## src/rtl/lms_weight_bank_if.sv

```systemverilog
// Weight-update stream into the LMS weight bank: one signed I/Q update per
// beat, addressed to an array element, with a valid/ready handshake.
interface lms_weight_bank_if #(
  parameter int W  = 18,
  parameter int AW = 2
);
  logic                 upd_valid;
  logic                 upd_ready;
  logic [AW-1:0]        upd_idx;
  logic signed [W-1:0]  updateI;
  logic signed [W-1:0]  updateQ;

  modport master (
    output upd_valid, upd_idx, updateI, updateQ,
    input  upd_ready
  );

  modport slave (
    input  upd_valid, upd_idx, updateI, updateQ,
    output upd_ready
  );
endinterface

```

## src/rtl/lms_weight_bank.sv

```systemverilog
// Complex LMS weight register bank. Updates are staged in S1 for one cycle
// and then accumulated into the addressed weight with saturation; because
// the accumulate reads the weight register itself, back-to-back updates to
// one element need no forwarding. Broadcast init loads every weight over N
// cycles; completion of element N-1 marks the end of a sweep.
//
// state | meaning
// ------+---------------------------------------------------------------
// RUN   | accepting updates (unless init), S1 writes into the bank
// LOAD  | writing init_I/init_Q into weight[k], k = 0..N-1, no updates
module lms_weight_bank #(
  parameter int N  = 4,
  parameter int W  = 18,
  parameter int AW = 2
) (
  input  logic                clk,
  input  logic                rst_n,
  input  logic                init,
  input  logic signed [W-1:0] init_I,
  input  logic signed [W-1:0] init_Q,
  lms_weight_bank_if.slave    upd,
  input  logic [AW-1:0]       rd_idx,
  output logic signed [W-1:0] wI,
  output logic signed [W-1:0] wQ,
  output logic                sweep_done,
  output logic [15:0]         sweep_cnt,
  output logic                sat_flag,
  output logic                busy
);

  typedef enum logic {ST_RUN, ST_LOAD} state_t;

  localparam logic [AW-1:0] LAST_IDX = AW'(N - 1);

  state_t              state_q, state_d;
  logic [AW-1:0]       k_q, k_d;
  logic                load_enter;
  logic                accept;

  logic                s1_valid;
  logic [AW-1:0]       s1_idx;
  logic signed [W-1:0] s1_i, s1_q;

  logic signed [W-1:0] wgt_i [N];
  logic signed [W-1:0] wgt_q [N];

  logic                idx_ok;
  logic                wr_en;
  logic [W:0]          res_i, res_q;

  // Sum in W+1 bits; MSB of the result is the clamp indicator.
  function automatic logic [W:0] sat_add(input logic signed [W-1:0] a,
                                         input logic signed [W-1:0] b);
    logic [W:0]   s;
    logic [W-1:0] v;
    logic         c;
    s = {a[W-1], a} + {b[W-1], b};
    c = (s[W] != s[W-1]);
    if (!c)
      v = s[W-1:0];
    else if (s[W])
      v = {1'b1, {(W-1){1'b0}}};
    else
      v = {1'b0, {(W-1){1'b1}}};
    return {c, v};
  endfunction

  // Indices beyond N only exist when N is not a power of two.
  generate
    if (N == (1 << AW)) begin : g_idx_full
      assign idx_ok = 1'b1;
    end else begin : g_idx_part
      assign idx_ok = (s1_idx <= LAST_IDX);
    end
  endgenerate

  assign accept = upd.upd_valid && upd.upd_ready;
  assign wr_en  = s1_valid && idx_ok;
  assign res_i  = sat_add(wgt_i[s1_idx], s1_i);
  assign res_q  = sat_add(wgt_q[s1_idx], s1_q);

  // State register and load counter.
  always_ff @(posedge clk or negedge rst_n) begin
    if (!rst_n) begin
      state_q <= ST_RUN;
      k_q     <= '0;
    end else begin
      state_q <= state_d;
      k_q     <= k_d;
    end
  end

  // Next-state, handshake and busy decode; ready never looks at upd_valid.
  always_comb begin
    state_d       = state_q;
    k_d           = k_q;
    load_enter    = 1'b0;
    upd.upd_ready = 1'b0;
    busy          = 1'b0;
    case (state_q)
      ST_RUN: begin
        upd.upd_ready = !init;
        if (init) begin
          state_d    = ST_LOAD;
          k_d        = '0;
          load_enter = 1'b1;
        end
      end
      ST_LOAD: begin
        busy = 1'b1;
        k_d  = k_q + AW'(1);
        if (k_q == LAST_IDX) state_d = ST_RUN;
      end
      default: state_d = ST_RUN;
    endcase
  end

  // S1 stage: capture accepted update beats.
  always_ff @(posedge clk or negedge rst_n) begin
    if (!rst_n) begin
      s1_valid <= 1'b0;
      s1_idx   <= '0;
      s1_i     <= '0;
      s1_q     <= '0;
    end else begin
      s1_valid <= accept;
      if (accept) begin
        s1_idx <= upd.upd_idx;
        s1_i   <= upd.updateI;
        s1_q   <= upd.updateQ;
      end
    end
  end

  // Weight bank: broadcast load in LOAD, saturating accumulate from S1 in RUN.
  always_ff @(posedge clk or negedge rst_n) begin
    if (!rst_n) begin
      for (int n = 0; n < N; n++) begin
        wgt_i[n] <= '0;
        wgt_q[n] <= '0;
      end
    end else if (state_q == ST_LOAD) begin
      wgt_i[k_q] <= init_I;
      wgt_q[k_q] <= init_Q;
    end else if (wr_en) begin
      wgt_i[s1_idx] <= res_i[W-1:0];
      wgt_q[s1_idx] <= res_q[W-1:0];
    end
  end

  // Sweep and saturation status; entering LOAD clears both counters/flags.
  always_ff @(posedge clk or negedge rst_n) begin
    if (!rst_n) begin
      sweep_done <= 1'b0;
      sweep_cnt  <= '0;
      sat_flag   <= 1'b0;
    end else begin
      sweep_done <= wr_en && (s1_idx == LAST_IDX);
      if (load_enter)
        sweep_cnt <= '0;
      else if (wr_en && (s1_idx == LAST_IDX))
        sweep_cnt <= sweep_cnt + 16'd1;
      if (load_enter)
        sat_flag <= 1'b0;
      else if (wr_en && (res_i[W] || res_q[W]))
        sat_flag <= 1'b1;
    end
  end

  // Registered read port, returns the value stored before the edge.
  always_ff @(posedge clk or negedge rst_n) begin
    if (!rst_n) begin
      wI <= '0;
      wQ <= '0;
    end else begin
      wI <= wgt_i[rd_idx];
      wQ <= wgt_q[rd_idx];
    end
  end

endmodule
```

## src/flat_wrapper.sv

```systemverilog
// flat-port wrapper written by rule: the top's interface ports become plain ports
module lms_weight_bank_flat 
#(
  parameter int N  = 4,
  parameter int W  = 18,
  parameter int AW = 2
)
  (clk, rst_n, init, init_I, init_Q, rd_idx, wI, wQ, sweep_done, sweep_cnt, sat_flag, busy, upd_upd_valid, upd_upd_idx, upd_updateI, upd_updateQ, upd_upd_ready);
  lms_weight_bank_if #(.W(W), .AW(AW)) upd_i ();
  input  logic clk;
  input  logic rst_n;
  input  logic init;
  input  logic signed [W-1:0] init_I;
  input  logic signed [W-1:0] init_Q;
  input  logic [AW-1:0] rd_idx;
  output logic signed [W-1:0] wI;
  output logic signed [W-1:0] wQ;
  output logic sweep_done;
  output logic [15:0] sweep_cnt;
  output logic sat_flag;
  output logic busy;
  input wire logic [$bits(upd_i.upd_valid)-1:0] upd_upd_valid;
  input wire logic [$bits(upd_i.upd_idx)-1:0] upd_upd_idx;
  input wire logic [$bits(upd_i.updateI)-1:0] upd_updateI;
  input wire logic [$bits(upd_i.updateQ)-1:0] upd_updateQ;
  output wire logic [$bits(upd_i.upd_ready)-1:0] upd_upd_ready;
  assign upd_i.upd_valid = upd_upd_valid;
  assign upd_i.upd_idx = upd_upd_idx;
  assign upd_i.updateI = upd_updateI;
  assign upd_i.updateQ = upd_updateQ;
  assign upd_upd_ready = upd_i.upd_ready;
  lms_weight_bank #(.N(N), .W(W), .AW(AW)) u_core (.clk(clk), .rst_n(rst_n), .init(init), .init_I(init_I), .init_Q(init_Q), .upd(upd_i), .rd_idx(rd_idx), .wI(wI), .wQ(wQ), .sweep_done(sweep_done), .sweep_cnt(sweep_cnt), .sat_flag(sat_flag), .busy(busy));
endmodule
```

## config.mk

```make
export PLATFORM = sky130hd
export DESIGN_NAME = lms_weight_bank_flat
export DESIGN_NICKNAME = d
export VERILOG_FILES = /design/src/rtl/lms_weight_bank_if.sv /design/src/rtl/lms_weight_bank.sv /design/src/flat_wrapper.sv
export SDC_FILE = /design/constraint.sdc
export NUM_CORES = 1
export LEC_CHECK = 0
export CAP_MARGIN = 20
export CORE_AREA = 10 10 193 195
export CTS_CLUSTER_DIAMETER = 200
export DETAILED_ROUTE_END_ITERATION = 8
export DIE_AREA = 0 0 203 205
export SLEW_MARGIN = 10
export SYNTH_ARGS = -nofsm -noshare
export SYNTH_HDL_FRONTEND = slang
export SYNTH_SLANG_ARGS = --single-unit
export TNS_END_PERCENT = 20
```

## constraint.sdc

```tcl
create_clock -name clk -period 8.8 [get_ports clk]
set_input_delay 1.76 -clock clk [delete_from_list [all_inputs] [get_ports clk]]
set_output_delay 1.76 -clock clk [all_outputs]
set_load 0.02 [all_outputs]
```

# After elaboration in Yosys (flattened, before gate mapping)
# Cells that the tools add are included.
# totals
out_inout_bits	56
wordCells	87
ff_bits	240
# op_classes
eq_ne	5
reduce_logical	10
addsub	4
n_mux	40
bitwise	4
magnitude_cmp	5
# op_table
op	n
72-bit bitwise mux	4
72-bit two-way mux	4
18-bit two-way mux	14
18-bit binary-select mux with 2-bit select	4
18-bit demux with 2-bit select	2
18-bit by 18-bit adder with 19-bit output	2
16-bit two-way mux	2
16-bit by 1-bit adder with 16-bit output, second input constant	1
3-bit >= comparator, second input constant	3
2-bit NOT with 3-bit output	3
1-bit two-way mux	7
3-bit by 1-bit < comparator with 1-bit output, second input constant	2
2-bit nonzero test	3
1-bit logical AND	5
2-bit == test, second input constant	2
2-bit case mux with 2 select lines	1
2-bit by 1-bit adder with 2-bit output, second input constant	1
2-bit two-way mux	1
1-bit != test	2
2-bit != test, second input constant	1
1-bit case mux with 2 select lines	1
1-bit zero test	1
1-bit logical OR	1
1-bit NOT	1

# Depth between registers and ports, before layout
# Gate-level depths: netlist of the first run.
# depth
word_depth	10
depth_mapped	16

# Least setup slack after synthesis of the first run
# No wires, ideal clock.
# synth_timing
kind	reg2reg
from	reg u_core.s1_idx[0]
to	reg u_core.wgt_q[12] in the netlist's numbering
path_stages_with_launch	17
required_time_ps	8706
setup_ps	94
path_buffers	4
slack_ps	4448
arrival_ps	4258
synth_period_minus_slack_ps	4352
cell_sequence	dfrtp_1 > clkbuf_1 > buf_1 > buf_1 > mux4_2 > ha_1 > inv_1 > fa_1 > nor2b_1 > o2111ai_1 > a2111oi_2 > a2111oi_4 > nor2_2 > and2_4 > buf_6 > a21oi_2 > a221oi_2
# synth_via
elab_chain_cells	10
# synth_rtl
element	line_no	rtl
start: declaration	lms_weight_bank.sv:41	logic [AW-1:0] s1_idx;
start signal: assignment	lms_weight_bank.sv:128	s1_idx <= upd.upd_idx;
2-bit NOT with 3-bit output (implied by the code) *	lms_weight_bank.sv:80, lms_weight_bank.sv:147	
18-bit binary-select mux with 2-bit select	lms_weight_bank.sv:80	assign res_q = sat_add(wgt_q[s1_idx], s1_q);
18-bit two-way mux (implied by the code) (2 in a row)	lms_weight_bank.sv:80	
18-bit by 18-bit adder with 19-bit output	lms_weight_bank.sv:57	s = {a[W-1], a} + {b[W-1], b};
18-bit two-way mux or 1-bit != test (tied branches)	lms_weight_bank.sv:61, lms_weight_bank.sv:58	
18-bit two-way mux	lms_weight_bank.sv:59	if (!c)
72-bit bitwise mux *	lms_weight_bank.sv:147	wgt_q[s1_idx] <= res_q[W-1:0];
72-bit two-way mux *	lms_weight_bank.sv:145	end else if (wr_en) begin
72-bit two-way mux *	lms_weight_bank.sv:142	end else if (state_q == ST_LOAD) begin
end signal: indexed assignment	lms_weight_bank.sv:144	wgt_q[k_q] <= init_Q;
end signal: indexed assignment	lms_weight_bank.sv:147	
end: declaration	lms_weight_bank.sv:45	logic signed [W-1:0] wgt_q [N];
# Every way passes the cells marked *; elsewhere a longest branch is shown, timed or not. The select of a mux whose other input is x is not followed.
# A chain may end at the register's enable or synchronous reset.

# Worst setup path after layout of the first run
# layout_timing
from	in init
to	out upd_upd_ready
# layout_via
elab_chain_cells	2
# layout_rtl
element	line_no	rtl
start: declaration	flat_wrapper.sv:12	input logic init;
1-bit zero test	lms_weight_bank.sv:102	upd.upd_ready = !init;
1-bit two-way mux	lms_weight_bank.sv:100	case (state_q)
end: declaration	flat_wrapper.sv:26	output wire logic [$bits(upd_i.upd_ready)-1:0] upd_upd_ready;
# Every way passes these cells.

==> flow_summary.ini, run 1 <==
[outcome]
status = finished clean

[die]
start_util_pct = 39.5
die-area_mm2 = 0.0416
rows = 67
die_h_um = 205
die_w_um = 203
core_area_mm2 = 0.0333
num_io_pins = 136

[clock_network]
cts.sinks = 240
clk_path_buf_depth = 3
postCtsSetupBuffers = 0
clk_latency_ns = 0.55
cts_buffers = 28
cts_tree = yes
cts_root_buf = clkbuf_16
cts_hold_buf = 0
ctsResizeCount = 0
clkTransAtPathRegs_ns = 0.06
htreeDepth = 1

[yosys]
synth_nets = 1267
synth_flop_cell = dfrtp_1
synth-seq-cells = 240
synth_top_family_by_area = compound AO/OA/AOI/OAI gates
synth.cell_area_mm2 = 0.0131
synth_edf_count = 0
yosysTopAreaCellShare_pct = 45.7
synth_xor_area_share_pct = 2.73
ys_types = 73
synth-seq-area-share_pct = 45.7
yosys.area_share.adder_pct = 4.53
synthCells = 1144
syn_area_per_cell_um2 = 11.5
synthTopCellsByArea = dfrtp_1 (46%), mux4_2 (12%), a22oi_1 (7.1%)
yosys.area_share.simple_pct = 6.99
yosysWarningCount = 0
muxShareOfSynthArea_pct = 15.7
synthArstFlopShare_pct = 100
synth-compound-area-share_pct = 21.4
yosys.area.top_type = dfrtp_1

[placed_design]
dp_hpwl_um = 27400
gp_congestion = 0.862
postPlaceCellArea_mm2 = 0.0149
io_buffer_count = 135

[drt]
drtAntennaViolNets = 0
wl_per_cell_um = 24.1
dr.pass1.iters = 6
vias = 10500
drt_iter0_markers = 1047
viasPerCell = 6.09
route.detailed.drc = 0
wl_um = 41400

[worst_hold_path]
min_to = u_core.wgt_i[17]
holdCritPathClass = flip-flop to flip-flop
worstHoldStart = u_core.wgt_i[17]
hold_depth = 2

[grt]
grt_pass1_vias = 10600
antenna_found_initial = 1
grt_overflow = 0
gr-usage-all-layers_pct = 19.6
grt_max_degree = 129
grt_pass1_wl_um = 64400

[final_layout]
drive_above_1_share_pct = 16.9
fin_area_mm2 = 0.0159
area_growth_pct = 20.7
fill_cells = 3074
layout.nets = 1374

[timing]
timing.hold.ws_ns = 0.502
final_max_slew_viol_count = 0
timing.setup.tns_ns = 0
rsz0062_at_grt = false
relSlewSlack_pct = 22.9
max_freq_mhz = 202
final_hold_viol_count = 0
worst_pin_slew_ns = 1.16
final.period_utilization_pct = 56.2
period_needed_ns = 4.95
clock-skew-final_ns = 0.0191
setup-violations-final = 0

[critical_path]
rr_worst_depth = 13
worstSetupPathType = primary input to primary output
arrival_ns = 3.19
r2r_end = u_core.wgt_i[69]
worst_setup_path_start_kind = primary input
r2r-start = u_core.s1_idx[0]
end_kind = primary output
crit_required_ns = 7.04
regToRegSetupSlack_ns = 3.97
critPathMaxFanout = 5

[job]
cap_violations = 0
cell usage after synthesis, drive strengths merged (23+ instances only):
cell and instances:
mux4 72, ha 41, nand2 66, o21ai 123
clkbuf 63, dfrtp 240, o211ai 39, a22oi 124
nor2 60, xnor2 23, mux2 36, a21oi 55
sequential cells by signal (all words and copies together) (netlist names):
name,cells
u_core.k_q,2
u_core.s1_i,18
u_core.s1_idx,2
u_core.s1_q,18
u_core.s1_valid,1
u_core.sat_flag,1
u_core.state_q,1
u_core.sweep_cnt,16
u_core.sweep_done,1
u_core.wI,18
u_core.wQ,18
u_core.wgt_i,72
u_core.wgt_q,72
critical path, cell delays in order:
cell and delay, ns:
clkdlybuf4s50_1 0.42, nor2_1 0.32, clkdlybuf4s50_1 0.69
per-stage QoR:
step	std cells	worst slack, ns	util, %
finish	1719	3.85	47.6
global placement	1668	3.88	44.7
global route	1719	3.68	47.6
CTS	1718	3.85	47.6
floorplan	1144	4.45	-
detailed placement	1669	3.85	44.8
layout make-up:
type	instances	area [µm²]	share of cell area, %
well taps	448	561	3.54
inverters	22	82.6	0.521
clock buffers	43	888	5.60
multi-input cells	806	6760	42.7
diodes	1	2.50	0.0158
clock inverters	6	58.8	0.371
flip-flops and latches	240	6010	37.9
repair buffers	153	1490	9.39
routing by layer:
metal	vias up	track usage [%]	wire length, µm
li1	4617	-	-
met1	5330	26.2	17500
met2	461	32.3	20000
met3	68	3.43	3030
met4	0	5.06	841
met5	-	0	0
logic make-up after synthesis:
group | Yosys count
AOI/OAI and AO/OA | 412
DFF | 240
and+or+nand+nor | 196
muxes | 110
buffers and inverters | 98
adders and majority gates | 47
xor gates and xnor gates | 41
worst max path at each step:
stage                           startpoint          endpoint  slack (ns)  depth (start not counted)
final                                 init     upd_upd_ready        3.85                          3
after global routing      u_core.s1_idx[0]   u_core.wgt_i[2]        3.68                         11
after CTS                             init     upd_upd_ready        3.85                          3
after detailed placement              init     upd_upd_ready        3.85                          3
after global placement                init     upd_upd_ready        3.88                          3
after floorplan           u_core.s1_idx[0]  u_core.wgt_q[12]        4.45                         16
cell usage in the layout (no fill, tap or decap), types with 6 or more instances in the layout:
| cell | instances |
|---|---|
| a21o_1 | 10 |
| a21oi_1 | 46 |
| a21oi_2 | 9 |
| a22o_1 | 8 |
| a22oi_1 | 124 |
| a31o_2 | 6 |
| and3_1 | 6 |
| buf_4 | 17 |
| clkbuf_16 | 29 |
| clkbuf_8 | 11 |
| clkdlybuf4s50_1 | 132 |
| dfrtp_1 | 238 |
| ha_1 | 41 |
| inv_1 | 21 |
| mux2_2 | 36 |
| mux4_2 | 72 |
| nand2_1 | 66 |
| nand3_1 | 15 |
| nor2_1 | 55 |
| nor2b_1 | 8 |
| nor3_1 | 7 |
| o211ai_1 | 39 |
| o21ai_0 | 73 |
| o21ai_1 | 48 |
| xnor2_1 | 23 |
| xor2_1 | 18 |
Power of run 1 is not shown: default switching activity piles up to over one toggle a cycle in this logic, so the estimate is an artifact.
==> run 2, diff against run 1 <==
==> constraint.sdc (replaced) <==
create_clock -name clk -period 5.18 [get_ports clk]
set_input_delay 1.036 -clock clk [delete_from_list [all_inputs] [get_ports clk]]
set_output_delay 1.036 -clock clk [all_outputs]
set_load 0.02 [all_outputs]
==> run 2 against run 1 <==
  * Sequential share of layout area fell by 0.11 points
  * Cell count rose by 0.29%
  * Flip-flop and latch count is the same
  * Hold slack about the same
==> flow_summary.ini, run 2 (same netlist as run 1, synthesis figures left out) <==
[critical_path]
arrival_ns = 4.76
cp_num_buf_inv = 3
critPathMaxFanout = 32
cp_cell_sequence = buf_12 > mux4_2 > ha_1 > inv_1 > fa_1 > nor2b_1 > o2111ai_1 > a2111oi_2 > a2111oi_4 > mux2i_4 > buf_4 > a21oi_2 > a221oi_2
crit_family = compound AO/OA/AOI/OAI gates
worst_setup_path_start_kind = flip-flop
cpPeakStageDelay_ns = 0.63
slowest_stage = dfrtp_2
regToRegSetupSlack_ns = 0.87
worstSetupPathType = flip-flop to flip-flop
end_kind = flip-flop
crit_required_ns = 5.63

[grt]
grt_pass1_vias = 10700
grt_pass1_wl_um = 64900
antenna_found_initial = 1
gr-usage-all-layers_pct = 19.9
grt_max_degree = 123
grt_overflow = 0

[drt]
viasPerCell = 6.15
vias = 10600
wl_per_cell_um = 24.4
wl_um = 42100
drtAntennaViolNets = 0
drt_iter0_markers = 1163
route.detailed.drc = 0
dr.pass1.iters = 5

[die]
die_w_um = 203
core_area_mm2 = 0.0333
die-area_mm2 = 0.0416
num_io_pins = 136
die_h_um = 205
rows = 67
start_util_pct = 39.5

[timing]
timing.setup.tns_ns = 0
setup_ws_ns = 0.871
max_freq_mhz = 232
worst_pin_slew_ns = 1.16
relSlewSlack_pct = 22.5
final_hold_viol_count = 0
period_needed_ns = 4.31
clock-skew-final_ns = 0.0134
setup-violations-final = 0
final.period_utilization_pct = 83.2
rsz0062_at_grt = false
final_max_slew_viol_count = 0

[placed_design]
place_ws_ns = 0.880
dp_hpwl_um = 28000
io_buffer_count = 135
postPlaceCellArea_mm2 = 0.0150
gp_congestion = 0.870

[clock_network]
htreeDepth = 1
cts.sinks = 240
cts_buffers = 27
clk_path_buf_depth = 3
clkTransAtPathRegs_ns = 0.07
clk_latency_ns = 0.54
postCtsSetupBuffers = 0
cts_root_buf = clkbuf_16
cts_hold_buf = 0
cts_tree = yes
ctsResizeCount = 0

[final_layout]
diodes = 0
area_growth_pct = 21.1
layout.nets = 1382
drive_above_1_share_pct = 17.4
fin_area_mm2 = 0.0159
fill_cells = 3016
multi_input_area_mm2 = 0.00676
final_common_cell = dfrtp_1
final-seq-area_mm2 = 0.00601
top_regs = u_core.wgt_i x72, u_core.wgt_q x72
mostFrequentLayoutCells = dfrtp_1 (238), clkdlybuf4s50_1 (132), a22oi_1 (124)

[worst_hold_path]
holdCritPathClass = flip-flop to flip-flop

[job]
cap_violations = 0

[outcome]
status = finished clean
run 2: changes by cell type in the layout (fill, tap and decap cells not counted):
cell / delta
inv_6: -1
buf_12: +3
clkbuf_1: -2
buf_4: +7
clkbuf_8: -2
buf_8: -1
bufinv_16: +1
clkbuf_16: -2
clkinv_2: +3
diode_2: -1
run 2: final timing paths:
path                             startpoint                to  cells past startpoint
min                        u_core.wgt_i[17]  u_core.wgt_i[17]                      2
min reg2reg                u_core.wgt_i[17]  u_core.wgt_i[17]                      2
min in group asynchronous             rst_n    u_core.s1_i[0]                      1
max reg2reg                u_core.s1_idx[0]  u_core.wgt_q[12]                     13
max                        u_core.s1_idx[0]  u_core.wgt_q[12]                     13
max in group asynchronous             rst_n  u_core.wgt_i[68]                      2
run 2: per-layer routing:
metal	global-route usage, %	vias to the layer above	routed length, µm
met5	0	-	0
met2	33.1	469	20300
met4	5.60	0	1180
li1	-	4641	-
met3	3.13	76	2750
met1	26.3	5412	17900
run 2: cell type report:
class	instances	area share [%]
well taps	448	3.53
inverters	22	0.519
repair buffers	162	9.98
clock inverters	9	0.598
multi-input cells	806	42.5
clock buffers	37	5.05
flip-flops and latches	240	37.8
run 2: worst min-delay path: cells and delay by family (launching register included):
family           cells  cell delay (ns)
flip-flops           1             0.35
AO/OA/AOI/OAI        1             0.06
AND/OR/NAND/NOR      1             0.05
run 2: metrics by stage:
stage          utilization (%)  hold WS, ns  cells
2_1_floorplan                -        0.461   1144
6_report                  47.8        0.502   1724
5_1_grt                   47.8        0.547   1724
3_5_place_dp              45.0        0.497   1677
4_1_cts                   47.7        0.510   1723
3_3_place_gp              45.0        0.481   1677
Power of run 2 is left out for the same reason.
==> run 3, diff against run 2 <==
==> constraint.sdc (replaced) <==
create_clock -name clk -period 3.5 [get_ports clk]
set_input_delay 0.7 -clock clk [delete_from_list [all_inputs] [get_ports clk]]
set_output_delay 0.7 -clock clk [all_outputs]
set_load 0.02 [all_outputs]
==> run 3 against run 2 <==
  * Clock skew is 0.0051 ns lower
  * Critical endpoint is now u_core.wgt_i[34]
  * Register-to-register slack worse by 0.85 ns
  * Final area is 12% higher
  * First-iteration DRC count is 21% lower
  * Non-clock buffer count is 131 higher
  * Hold slack worse by 0.39 ns
  * Critical path depth is 1 higher
  * Via count is 5.2% higher
  * Critical path type unchanged
  * Worst setup slack worse by 0.85 ns
  * Flip-flop and latch count stayed put
  * Highest routed layer unchanged
==> flow_summary.ini, run 3 (same netlist as run 1, synthesis figures left out) <==
[drt]
wl_um = 44300
dr.pass1.iters = 5
route.detailed.drc = 0
wl_per_cell_um = 23.8
drt_iter0_markers = 914
drtAntennaViolNets = 0
vias = 11100
viasPerCell = 6.00

[grt]
antenna_found_initial = 1
grt_max_degree = 77
gr-usage-all-layers_pct = 20.4
grt_pass1_wl_um = 67300
grt_overflow = 0
grt_pass1_vias = 11400

[job]
cap_violations = 0

[critical_path]
crit_required_ns = 3.96
rr_worst_depth = 14
worst_setup_path_start_kind = flip-flop
r2r-start = u_core.s1_idx[0]
cp-endpoint = u_core.wgt_i[34]
critical_path.startpoint = u_core.s1_idx[0]
worstSetupPathType = flip-flop to flip-flop
r2r_end = u_core.wgt_i[34]
regToRegSetupSlack_ns = 0.03
end_kind = flip-flop
arrival_ns = 3.94
critPathMaxFanout = 5

[clock_network]
clkTransAtPathRegs_ns = 0.06
cts_tree = yes
clk_path_buf_depth = 3
clk_latency_ns = 0.54
cts_root_buf = clkbuf_16
cts_hold_buf = 0
cts.sinks = 240
htreeDepth = 1
cts_buffers = 27

[timing]
final_max_slew_viol_count = 0
clock-skew-final_ns = 0.00831
period_needed_ns = 3.47
setup-violations-final = 0
rsz0062_at_grt = true
setup_ws_ns = 0.0252
relSlewSlack_pct = 35.8
final_hold_viol_count = 0
worst_pin_slew_ns = 0.957
max_freq_mhz = 288
final.period_utilization_pct = 99.3

[die]
core_area_mm2 = 0.0333
die_h_um = 205
num_io_pins = 136
die_w_um = 203
rows = 67
die-area_mm2 = 0.0416
start_util_pct = 39.5

[placed_design]
dp_hpwl_um = 29700
io_buffer_count = 135
place_ws_ns = -0.165
gp_congestion = 0.917

[final_layout]
final_common_cell = dfrtp_1
area_growth_pct = 35.3
top_regs = u_core.wgt_i x72, u_core.wgt_q x72
final-seq-area_mm2 = 0.00601
drive_above_1_share_pct = 30.4
fill_cells = 2909
mostFrequentLayoutCells = dfrtp_1 (238), clkdlybuf4s50_1 (132), a22oi_1 (124)
multi_input_area_mm2 = 0.00745
final_util_pct = 53.4
layout.nets = 1514

[outcome]
status = finished clean

[worst_hold_path]
holdCritPathClass = primary input to asynchronous set/reset pin
-- run 3: layer usage --
layer	global-route usage, %	share of wire, %	vias up
li1	-	-	4902
met1	26.3	41	5643
met2	34.0	49	508
met3	3.73	7.2	91
met4	6.87	2.7	0
met5	0	0	-
-- run 3: area by class of cell --
| class | count | area share, % |
|---|---|---|
| Multi-Input combinational cell | 807 | 42.0 |
| Sequential cell | 240 | 33.8 |
| Timing Repair Buffer | 293 | 15.8 |
| Clock buffer | 38 | 4.21 |
| Tap cell | 448 | 3.16 |
| Clock inverter | 9 | 0.571 |
| Inverter | 22 | 0.465 |
| Antenna cell | 1 | 0.0141 |
-- run 3: how the worst min path moves through the flow --
stage / startpoint / endpoint / depth (start not counted)
2_1_floorplan: rst_n / u_core.k_q[0] / 0
6_report: rst_n / u_core.s1_i[0] / 1
3_3_place_gp: u_core.wgt_q[17] / u_core.wgt_q[17] / 2
3_5_place_dp: u_core.wgt_i[17] / u_core.wgt_i[17] / 2
5_1_grt: rst_n / u_core.wgt_i[0] / 1
4_1_cts: rst_n / u_core.wgt_i[21] / 1
-- run 3: repair_timing --
action,in CTS,in global routing
buffers inserted,11,15
setup endpoints to repair,136,142
gates cloned,2,5
resized for setup,46,125
pin swaps,12,47
-- run 3: worst max-delay path, cell delays in order, from the launching register on --
cell,delay (ns)
dfrtp_2,0.45
buf_4,0.15
mux4_2,0.52
ha_4,0.19
inv_1,0.07
fa_2,0.22
nor2b_2,0.05
o211ai_1,0.34
a31o_2,0.23
buf_4,0.14
o31ai_4,0.07
o41ai_4,0.32
xor2_1,0.12
maj3_2,0.37
a21oi_1,0.16
-- run 3: metrics by stage --
step / std cells / instance area, µm² / hold slack [ns] / setup TNS [ns]
2_1_floorplan: 1144 / 13200 / 0.404 / -0.165
3_3_place_gp: 1780 / 15900 / 0.481 / -4.24
3_5_place_dp: 1780 / 15900 / 0.494 / -10.45
4_1_cts: 1840 / 17100 / 0.118 / -0.370
5_1_grt: 1857 / 17800 / 0.142 / -2.46
6_report: 1858 / 17800 / 0.111 / 0
Power of run 3 is left out for the same reason.
